[config.mk]
export PLATFORM = sky130hd
export DESIGN_NAME = piso_serializer
export DESIGN_NICKNAME = d
export VERILOG_FILES = /design/src/rtl/piso_serializer.sv
export SDC_FILE = /design/constraint.sdc
export NUM_CORES = 1
export LEC_CHECK = 0
export ABC_AREA = 1
export CELL_PAD_IN_SITES_DETAIL_PLACEMENT = 1
export CELL_PAD_IN_SITES_GLOBAL_PLACEMENT = 1
export CORE_MARGIN = 2
export CORE_UTILIZATION = 36
export DETAILED_ROUTE_END_ITERATION = 10
export GPL_ROUTABILITY_DRIVEN = 0
export PLACE_DENSITY_LB_ADDON = 0.05
export SETUP_SLACK_MARGIN = 0.5
export SLEW_MARGIN = 20
export SYNTH_ARGS = -nofsm -noshare
export SYNTH_HDL_FRONTEND = slang
export SYNTH_SLANG_ARGS = --single-unit
[constraint.sdc]
create_clock -name clk -period 2.6 [get_ports clk]
set_input_delay 0.52 -clock clk [delete_from_list [all_inputs] [get_ports clk]]
set_output_delay 0.52 -clock clk [all_outputs]
set_load 0.1 [all_outputs]
[src/rtl/piso_serializer.sv]
// piso_serializer: parallel-in serial-out shifter with valid/ready word intake and a stallable bit stream
module piso_serializer #(
  parameter int WIDTH = 8,
  parameter bit MSB_FIRST = 1
) (
  input  logic             clk,
  input  logic             rst_n,
  input  logic             in_valid,
  input  logic [WIDTH-1:0] in_data,
  output logic             in_ready,
  input  logic             ser_en,
  output logic             ser_out,
  output logic             ser_valid,
  output logic             ser_last
);
  localparam int CW = $clog2(WIDTH);
  typedef enum logic {IDLE, SHIFT} state_t;
  state_t state, state_nx;
  logic [WIDTH-1:0] sreg, sreg_nx;
  logic [CW-1:0] cnt, cnt_nx;
  logic last, load;
  assign last = cnt == CW'(WIDTH - 1);
  always_comb begin
    in_ready = state == IDLE || (last && ser_en);
    load = in_valid && in_ready;
    state_nx = state;
    sreg_nx = sreg;
    cnt_nx = cnt;
    if (load) begin
      state_nx = SHIFT;
      sreg_nx = in_data;
      cnt_nx = '0;
    end else if (state == SHIFT && ser_en) begin
      state_nx = last ? IDLE : SHIFT;
      sreg_nx = last ? '0 : (MSB_FIRST ? sreg << 1 : sreg >> 1);
      cnt_nx = last ? '0 : cnt + 1'b1;
    end
  end
  // outputs derive from held state, so a stall freezes them and IDLE forces zeros
  assign ser_valid = state == SHIFT;
  assign ser_out = ser_valid && (MSB_FIRST ? sreg[WIDTH-1] : sreg[0]);
  assign ser_last = ser_valid && last;
  always_ff @(posedge clk or negedge rst_n)
    if (!rst_n) begin
      state <= IDLE;
      sreg <= '0;
      cnt <= '0;
    end else begin
      state <= state_nx;
      sreg <= sreg_nx;
      cnt <= cnt_nx;
    end
endmodule
Word level (Yosys, flattened, before mapping)
Index checks and enable logic that the tools add are counted.

word-level totals
  logic and storage cells = 22
  flip-flop bits (word level) = 12
  input bits = 12

cells by class
  equality and inequality tests = 1
  bitwise gates (word level) = 1
  $add $sub $neg = 1
  reduce and logical (&&, ||, !) cells = 7
  muxes and demuxes = 9

operators by type and width
  operator             count
  $mux 8               3
  $mux 3               3
  $logic_and 1x1->1    5
  $add 3x1->3 const B  1
  $eq 3x3->1 const B   1
  $mux 1               3
  $reduce_bool 2->1    1
  $logic_or 1x1->1     1
  $not 1->1            1

Logic depth before layout (Yosys ltp)
Gate-level depths: netlist (run 1).

  depth after elaboration = 5
  gate-level depth with buffers = 8

Least setup slack after synthesis (run 1)
Ideal clock, no wire load.

  path kind = register to output
  from = reg state, in the netlist ser_valid
  to = out ser_last
  path buffers = 0
  arrival time = 1.702 ns
  required time = 2.080 ns
  cell stages (with the launch flop) = 3
  setup slack = 0.378 ns
  cells stage by stage = dfrtp_1 -> nand2_1 -> inv_1

between the ends
  cells in the longest elaborated chain, start to end = 1

ends and longest elaborated chain
  what                    RTL line  text
  from (decl)             18        state_t state, state_nx;
  from (signal assigned)  49        state <= state_nx;
  $logic_and 1x1->1       42        assign ser_last = ser_valid && last;
  to (decl)               14        output logic ser_last

Every way passes these cells.

Worst setup path in the final report (run 1)
  from = reg cnt[0]
  to = out in_ready

between the ends
  cells in the longest elaborated chain, start to end = 3

ends and longest elaborated chain
  what                    RTL line  text
  from (decl)             20        logic [CW-1:0] cnt, cnt_nx;
  from (signal assigned)  51        cnt <= cnt_nx;
  $eq 3x3->1              22        assign last = cnt == CW'(WIDTH - 1);
  $logic_and 1x1->1       24        in_ready = state == IDLE || (last && ser_en);
  $logic_or 1x1->1        24
  to (decl)               10        output logic in_ready,

Every way passes these cells.

==> run metrics, run 1 <==
kind of cell adding the most delay to the critical path adder cells; Core ar. 1727 sq um; WHS Endpoint sreg[2]; Total Nets Final 125; global route total overflow 0; minimum clock period 2.012 ns; Setup Buffers After CTS 0; hold path start sreg[2]; Final ANT Viol Nets 0; aggregate routed wire length 1.565 mm; clk_skew 0.01438 ns; sequential element share of the synthesized area 0.4511; via count 633; Die H 47 microns; Warnings, synthesis 0; CP Class register to output pin; status finished clean; Synth Register Bits 12; biggest area consumer among synthesized cells dfrtp_1; RSZ-0062 raised after global routing false; area of the mapped netlist 665.6 sq um; Critical R2R Launch cnt[0]; clk buf depth 2; Critical-path top delay cell dfrtp_1; ant diodes 0; top post-synthesis cells by area dfrtp_1 45%, nand2_1 23%, nand3_1 13%, inv_1 6.2%, ha_1 3.8%; initial core utilization 0.3855; Die Wd 47 microns; final setup fails 0; switching power 0.3564 mW; post-CTS resize count 0; Syn-to-layout area delta 30.64%; clock slew at reported path FFs 0.08 ns; vias in the first global route 566; r2r endpoint sreg[4]; Setup crit end kind output pin; Critical Path AT 1.49 ns; Crit path largest cell delay 0.40 ns; worst hold path depth 2; switching share of power 0.4475; syn_nets 105; Total Power 0.7965 mW; worst path cell trace ha_1 > ha_1 > nand2_1 > nand2_1 > buf_12; I/O Buffers 15; fin cells 135; total CTS buffers 3; Cells after DPL 131; first-pass GRT wire length 2.470 mm; worst path required time 2.08 ns; H-tree levels 1; top cell type's share of synthesized area 0.4511; Reg power frac 0.365; clock sink count 12; # hold bufs at CTS 0; CTS tree done; DR iter-0 viols 11; Tcrit/Tclk final 0.7739; max cap viols 0; synth unique cells 11; IO Pins 16; Max VDD drop 0.3751 mV; Root Buffer clkbuf_4; Slew @ Worst Pin 0.5784 ns; Die Area 2209 sq um; syn_area_per_cell 7.315 sq um; DRC 0; worst skew pair latency 0.29 ns; Int Pwr 0.4401 mW; type of the most critical hold path register to register; Final Slew Violations 0; row count 15; largest net degree at the start of global routing 13; initial antenna violation count 0; Slew HR 0.6132; per-cell routed wire length 11.59 microns; hpwl dp 1.146 mm; gr usage total 0.1714; logic gate share of total power 0.477; final hold vios 0; CP startpoint kind register; CP max FO 3; sum of buffers and inverters on the critical path 1; pwr dens 915.9 nW/um^2; drt pass-1 iters 4; P_leak 0.5018 nW; Clk pwr share 0.158; R2R setup slack 0.89 ns; layout cells sized above 1 0.1364; fmax 0.4970 GHz; Post-Synthesis Cells 91; Reg2Reg Depth 9; vias per inst 4.689; setup TNS 0 ns
-- per-layer routing --
layer	track usage	up-vias	routed length (microns)
met5	0	-	0
li1	-	318	-
met3	0.06923	5	89
met1	0.1995	290	702
met4	0.1000	0	36
met2	0.2658	20	737
-- cells in the mapped netlist, drive strengths merged --
master   n
nand2   42
inv     13
a22oi    1
dfrtp   12
o21ai    1
buf      3
nand3   17
ha       2
-- state kept, by name, summed over array words and instances (netlist names) --
name       cells
sreg           8
ser_valid      1
cnt            3
-- tightest hold or removal path: stages (launching register included) --
cell and delay (ns):
dfrtp_1 0.34, nand2_1 0.05, nand2_1 0.06
-- through the flow --
stage          hold slack, ns  setup slack (ns)  instance area, sq um    util
5_1_grt                0.5031            0.5132                 869.6  0.5036
2_1_floorplan          0.2244            0.6781                 666.9       -
4_1_cts                0.4857            0.5715                 869.6  0.5036
3_5_place_dp           0.4662            0.6950                 843.3  0.4884
6_report               0.4841            0.5880                 869.6  0.5036
3_3_place_gp           0.4636            0.6874                 843.3  0.4884
-- power by group through the flow --
stage	combinational (mW)	clock [mW]	sequential (mW)
after floorplan	0.275	0	0.299
after global placement	0.375	0	0.293
after detailed placement	0.385	0	0.296
after CTS	0.387	0.129	0.292
after global routing	0.416	0.141	0.300
final	0.380	0.126	0.290
-- layout by cell type (no fill, tap or decap) --
cell type / Yosys / routed
nand2_1: 41 / 41
nand3_1: 17 / 17
inv_1: 11 / 11
dfrtp_1: 12 / 11
clkdlybuf4s50_1: 0 / 11
buf_4: 1 / 6
clkbuf_4: 0 / 3
inv_2: 2 / 2
ha_1: 2 / 2
nand2_2: 1 / 1
o21ai_2: 1 / 1
a22oi_1: 1 / 1
clkbuf_1: 0 / 1
buf_12: 0 / 1
dfrtp_2: 0 / 1
-- cells by family after synthesis --
group	Yosys count	share of synthesized area
compound gates	2	0.02444
simple gates	59	0.3684
flops	12	0.4511
buf+inv	16	0.1184
fa+ha+maj	2	0.03759
-- how the worst max path moves through the flow --
stage               from       end  slack, ns  depth (start not counted)
6_report          cnt[0]  in_ready       0.59                          5
3_3_place_gp      ser_en  in_ready       0.69                          4
4_1_cts           cnt[0]  in_ready       0.57                          5
2_1_floorplan  ser_valid  ser_last       0.68                          2
3_5_place_dp      ser_en  in_ready       0.69                          4
5_1_grt           cnt[0]  in_ready       0.51                          5
-- cell type report --
| type | count | area [sq um] |
|---|---|---|
| inverters | 13 | 48.80 |
| well taps | 25 | 31.28 |
| fillers | 220 | 857.1 |
| clock buffers | 4 | 26.28 |
| repair buffers | 18 | 175.2 |
| multi-input cells | 63 | 286.5 |
| flip-flops and latches | 12 | 301.5 |
Note: power is estimated with default switching activity, not from simulation.
==> run 2, diff against run 1 <==
--- a/config.mk
+++ b/config.mk
@@ -9,7 +9,7 @@
 export CELL_PAD_IN_SITES_DETAIL_PLACEMENT = 1
 export CELL_PAD_IN_SITES_GLOBAL_PLACEMENT = 1
 export CORE_MARGIN = 2
-export CORE_UTILIZATION = 36
+export CORE_UTILIZATION = 30
 export DETAILED_ROUTE_END_ITERATION = 10
 export GPL_ROUTABILITY_DRIVEN = 0
 export PLACE_DENSITY_LB_ADDON = 0.05
==> constraint.sdc (replaced) <==
create_clock -name clk -period 1.7 [get_ports clk]
set_input_delay 0.34 -clock clk [delete_from_list [all_inputs] [get_ports clk]]
set_output_delay 0.34 -clock clk [all_outputs]
set_load 0.1 [all_outputs]
==> run metrics, run 2 (synthesis results as in run 1) <==
status finished with violations; failing checks setup timing; drt pass-1 iters 3 (-1); clk buf depth 2 (unchanged); Max VDD drop 0.6207 mV (+65%); DRC 0 (unchanged); vias per inst 4.676 (-0.28%); fmax 0.5845 GHz; Slew HR 0.8575 (+0.2443); type of the most critical hold path primary input to asynchronous set/reset pin; max cap viols 0 (unchanged); Top reg by flops sreg; Cells after DPL 136 (+3.8%); Tcrit/Tclk final 1.006; CTS tree done; r2r endpoint sreg[3]; Core ar. 2148 sq um (+24%); Reg2Reg Depth 10 (+1); max reg flops 8 (unchanged); leading cell types in the layout, fill and taps excluded 29 x nand2_1, 14 x nand3_1, 11 x dfrtp_1, 11 x clkdlybuf4s50_1, 10 x nand2_2; Crit path largest cell delay 0.39 ns (about the same); Syn-to-layout area delta 68.99%; initial core utilization 0.3098 (-0.07566); P_leak 0.5581 nW (+11%); Die H 51.11 microns (+8.7%); Final Slew Violations 0 (unchanged); final hold vios 0 (unchanged); final setup fails 1 (+1); leading cell type in the layout, fill and taps excluded nand2_1; Critical R2R Launch cnt[0]; R2R setup slack 0.09 ns (-0.80 ns); Placed Area 929.6 sq um (+10%); H-tree levels 1 (unchanged); initial antenna violation count 0 (unchanged); Slew @ Worst Pin 0.2134 ns (-0.3651 ns); Int Pwr 0.8849 mW (+100%); hpwl dp 1.211 mm (+5.7%); DR iter-0 viols 5 (-6); largest net degree at the start of global routing 13 (unchanged); ant diodes 0 (unchanged); Final ANT Viol Nets 0 (unchanged); filler instances 258 (+17%); Total Nets Final 135 (+8.0%); CP Class register to output pin; pwr dens 1385 nW/um^2 (+51%); Clk pwr share 0.149 (-0.009); Reg power frac 0.298 (-0.067); per-cell routed wire length 13.09 microns (+13%); IO Pins 16 (unchanged); Critical-path top delay cell dfrtp_1; via count 692 (+9.3%); Setup crit end kind output pin; switching share of power 0.4319 (-0.01560); Root Buffer clkbuf_4; clock sink count 12 (unchanged); worst path required time 1.36 ns (-0.72 ns); logic gate share of total power 0.553 (+0.076); Critical Path AT 1.37 ns (-0.12 ns); minimum clock period 1.711 ns; fin util 0.5236 (+0.01997); clk_skew 0.006187 ns (-0.008192 ns); CP startpoint kind register; final setup margin -0.01082 ns (-0.5988 ns); worst path cell trace ha_2 > ha_4 > nand2_4 > clkinvlp_4 > buf_12; fin cells 148 (+9.6%); layout cells sized above 1 0.3833 (+0.2470); total CTS buffers 3 (unchanged); CP max FO 3 (unchanged); row count 17 (+2); first-pass GRT wire length 3.111 mm (+26%); aggregate routed wire length 1.938 mm (+24%); vias in the first global route 691 (+22%); I/O Buffers 15 (unchanged); global route total overflow 0 (unchanged); final instance area 1125 sq um (+29%); Die Area 2612 sq um (+18%); RSZ-0062 raised after global routing true; # hold bufs at CTS 0 (unchanged); Die Wd 51.11 microns (+8.7%); switching power 0.6727 mW (+89%); worst skew pair latency 0.27 ns (-0.02 ns); clock slew at reported path FFs 0.08 ns (about the same); gr usage total 0.1655 (-0.005880)
## run 2: worst max-delay path: cells and delay by family, from the launching register on
kind                     cells  cell delay [ns]
adder cells (fa/ha/maj)      2             0.38
buffers and inverters        2             0.26
flip-flops                   1             0.39
AND/OR/NAND/NOR              1             0.06
## run 2: power groups by stage
stage / sequential (mW) / clock [mW] / combinational, mW
global placement: 0.462 / 0 / 0.676
CTS: 0.457 / 0.238 / 0.766
global route: 0.479 / 0.251 / 0.944
floorplan: 0.468 / 0 / 0.471
finish: 0.465 / 0.232 / 0.861
detailed placement: 0.463 / 0 / 0.699
## run 2: layer usage
layer  routed length [microns]  share of wire  up-vias  track usage
li1                          -              -      341            -
met1                       828           0.43      335       0.1948
met2                      1022           0.53       12       0.2792
met3                        47          0.024        4      0.02632
met4                        40          0.021        0       0.1036
met5                         0              0        -            0
## run 2: area by class of cell
cell class,count,area (sq um),area share
flip-flops and latches,12,304.0,0.2703
multi-input cells,64,397.9,0.3537
repair buffers,27,291.5,0.2592
well taps,28,35.03,0.03115
clock buffers,4,36.28,0.03226
inverters,13,60.06,0.05339
## run 2: per-stage QoR
step | total power, mW | TNS (ns) | setup slack (ns) | hold WS, ns
2_1_floorplan | 0.9388 | 0 | 0.1710 | 0.04441
3_3_place_gp | 1.138 | 0 | 0.08112 | 0.4618
3_5_place_dp | 1.162 | 0 | 0.06865 | 0.4646
4_1_cts | 1.461 | -0.04148 | -0.02980 | 0.3722
5_1_grt | 1.673 | -0.1319 | -0.07352 | 0.3864
6_report | 1.558 | -0.01082 | -0.01082 | 0.3668
## run 2: worst max path at each step
stage / start / to / slack (ns) / cells after the start
finish: cnt[0] / ser_last / -0.01 / 5
CTS: cnt[1] / ser_last / -0.03 / 5
global route: cnt[1] / ser_last / -0.07 / 5
floorplan: cnt[0] / ser_last / 0.17 / 4
detailed placement: ser_en / in_ready / 0.07 / 4
global placement: ser_en / in_ready / 0.08 / 4
## run 2: repair_timing
item                                    4_1_cts  5_1_grt
pin swaps                                    11       13
cloned                                        0        1
endpoints found under the setup margin       16       16
buffers inserted                              5        2
gates resized for setup                       9       14
==> run 3, diff against run 2 <==
--- a/config.mk
+++ b/config.mk
@@ -6,9 +6,9 @@
 export NUM_CORES = 1
 export LEC_CHECK = 0
 export ABC_AREA = 1
+export CAP_MARGIN = 10
 export CELL_PAD_IN_SITES_DETAIL_PLACEMENT = 1
 export CELL_PAD_IN_SITES_GLOBAL_PLACEMENT = 1
-export CORE_MARGIN = 2
 export CORE_UTILIZATION = 30
 export DETAILED_ROUTE_END_ITERATION = 10
 export GPL_ROUTABILITY_DRIVEN = 0
==> run metrics, run 3 (synthesis results as in run 1) <==
fin util 0.6052 (+0.08161); max reg flops 8 (unchanged); CP Class register to output pin; clock sink count 12 (unchanged); hpwl dp 1.285 mm (+6.2%); kind of cell adding the most delay to the critical path flip-flops; FF/Latch Area 304.0 sq um (unchanged); Root Buffer clkbuf_4; Critical-path top delay cell dfrtp_1; max cap viols 0 (unchanged); Die H 49.11 microns (-3.9%); filler instances 232 (-10%); Syn-to-layout area delta 83.83%; Reg2Reg Depth 10 (unchanged); sum of buffers and inverters on the critical path 2 (unchanged); clk buf depth 2 (unchanged); Critical Path AT 1.38 ns (about the same); Slew HR 0.7900 (-0.06750); layout cells sized above 1 0.5041 (+0.1208); pwr dens 1335 nW/um^2 (-3.6%); M3 GR Usage 0.04050 (+0.01418); worst path required time 1.36 ns (about the same); fmax 0.5798 GHz (-0.81%); I/O Buffers 15 (unchanged); GR Util met1 0.2422 (+0.04738); DRC 0 (unchanged); CP startpoint kind register; r2r endpoint sreg[4]; ant diodes 0 (unchanged); leading cell type in the layout, fill and taps excluded nand2_1; first-pass GRT wire length 3.484 mm (+12%); H-tree levels 1 (unchanged); initial core utilization 0.3292 (+0.01937); worst path cell trace ha_2 > ha_4 > nand2_4 > clkinvlp_4 > buf_12; Tcrit/Tclk final 1.015 (+0.008190); aggregate routed wire length 2.157 mm (+11%); clk_skew 0.01470 ns (+0.008517 ns); status finished with violations; Core ar. 2022 sq um (-5.9%); minimum clock period 1.725 ns (+0.01392 ns); RSZ-0062 raised after global routing true; Setup crit end kind output pin; largest net degree at the start of global routing 11 (-2); Die Wd 49.11 microns (-3.9%); worst skew pair latency 0.30 ns (+0.03 ns); Max VDD drop 0.6705 mV (+8.0%); total CTS buffers 3 (unchanged); drt pass-1 iters 4 (+1); Slew @ Worst Pin 0.3141 ns (+0.1007 ns); R2R setup slack 0.13 ns (+0.04 ns); final setup fails 2 (+1); Final ANT Viol Nets 0 (unchanged); gr usage total 0.2004 (+0.03487); global route total overflow 0 (unchanged); clock slew at reported path FFs 0.09 ns (about the same); multi-input logic area 485.5 sq um (+22%); Final Slew Violations 0 (unchanged); vias per inst 4.797 (+2.6%); final setup margin -0.02474 ns (-0.01392 ns); DR iter-0 viols 5 (unchanged); CP max FO 3 (unchanged); Total Nets Final 136 (+0.74%); Top reg by flops sreg; CTS tree done; setup TNS -0.03387 ns (-0.02306 ns); initial antenna violation count 0 (unchanged); met2 Usage GRT 0.3265 (+0.04726); P_leak 0.5757 nW (+3.2%); Top Usage Layer GRT met2; Total Power 1.633 mW (+4.9%); row count 16 (-1); failing checks setup timing; Critical R2R Launch cnt[0]; type of the most critical hold path primary input to asynchronous set/reset pin; per-cell routed wire length 14.57 microns (+11%); final hold vios 0 (unchanged); Die Area 2411 sq um (-7.7%); via count 710 (+2.6%); leading cell types in the layout, fill and taps excluded 27 x nand2_1, 17 x nand3_2, 11 x dfrtp_1, 11 x clkdlybuf4s50_1, 9 x inv_1; Crit path largest cell delay 0.39 ns (about the same); vias in the first global route 737 (+6.7%); IO Pins 16 (unchanged)
==> run 3: cell count changes in the layout (fill, tap and decap cells not counted), moves of 2 or more <==
cell | previous run | this run
nand3_1 | 14 | 0
nand3_2 | 3 | 17
nand2_4 | 2 | 6
buf_4 | 9 | 6
buf_6 | 3 | 6
nand2_1 | 29 | 27
nand2_2 | 10 | 8
==> run 3: cell type report <==
class,count,share of cell area
clock buffers,4,0.02147
repair buffers,28,0.2597
inverters,13,0.04601
well taps,27,0.02761
multi-input cells,64,0.3967
flip-flops and latches,12,0.2485
==> run 3: how the worst max path moves through the flow <==
stage	start	endpoint	slack [ns]	cells past startpoint
after floorplan	cnt[0]	ser_last	0.17	4
after global placement	ser_en	in_ready	0.08	4
after detailed placement	ser_en	in_ready	0.07	4
after CTS	cnt[0]	ser_last	-0.02	5
after global routing	cnt[0]	ser_last	-0.07	5
final	cnt[0]	ser_last	-0.02	5
==> run 3: repair_timing <==
action | in CTS | in global routing
pin swaps | 17 | 5
setup buffers | 5 | 2
gates cloned | 1 | 0
endpoints found under the setup margin | 16 | 16
hold buffers | 0 | 0
gates resized for setup | 32 | 14
==> run 3: layer usage <==
metal	vias up	routed length, microns
met5	-	0
met4	0	60
met3	5	74
met2	15	1116
met1	344	905
li1	346	-
==> run 3: power by group <==
part	switching [mW]	internal, mW
sequential	0.0772	0.389
combinational	0.545	0.421
clock	0.108	0.0914
total	0.731	0.902
==> run 3: through the flow <==
stage | instances | area, sq um | setup slack, ns | hold slack (ns)
floorplan | 91 | 709.4 | 0.1710 | 0.04441
CTS | 146 | 1152 | -0.01694 | 0.3155
detailed placement | 136 | 935.9 | 0.06532 | 0.4713
global route | 148 | 1224 | -0.06968 | 0.3329
global placement | 136 | 935.9 | 0.07553 | 0.4654
finish | 148 | 1224 | -0.02474 | 0.2914
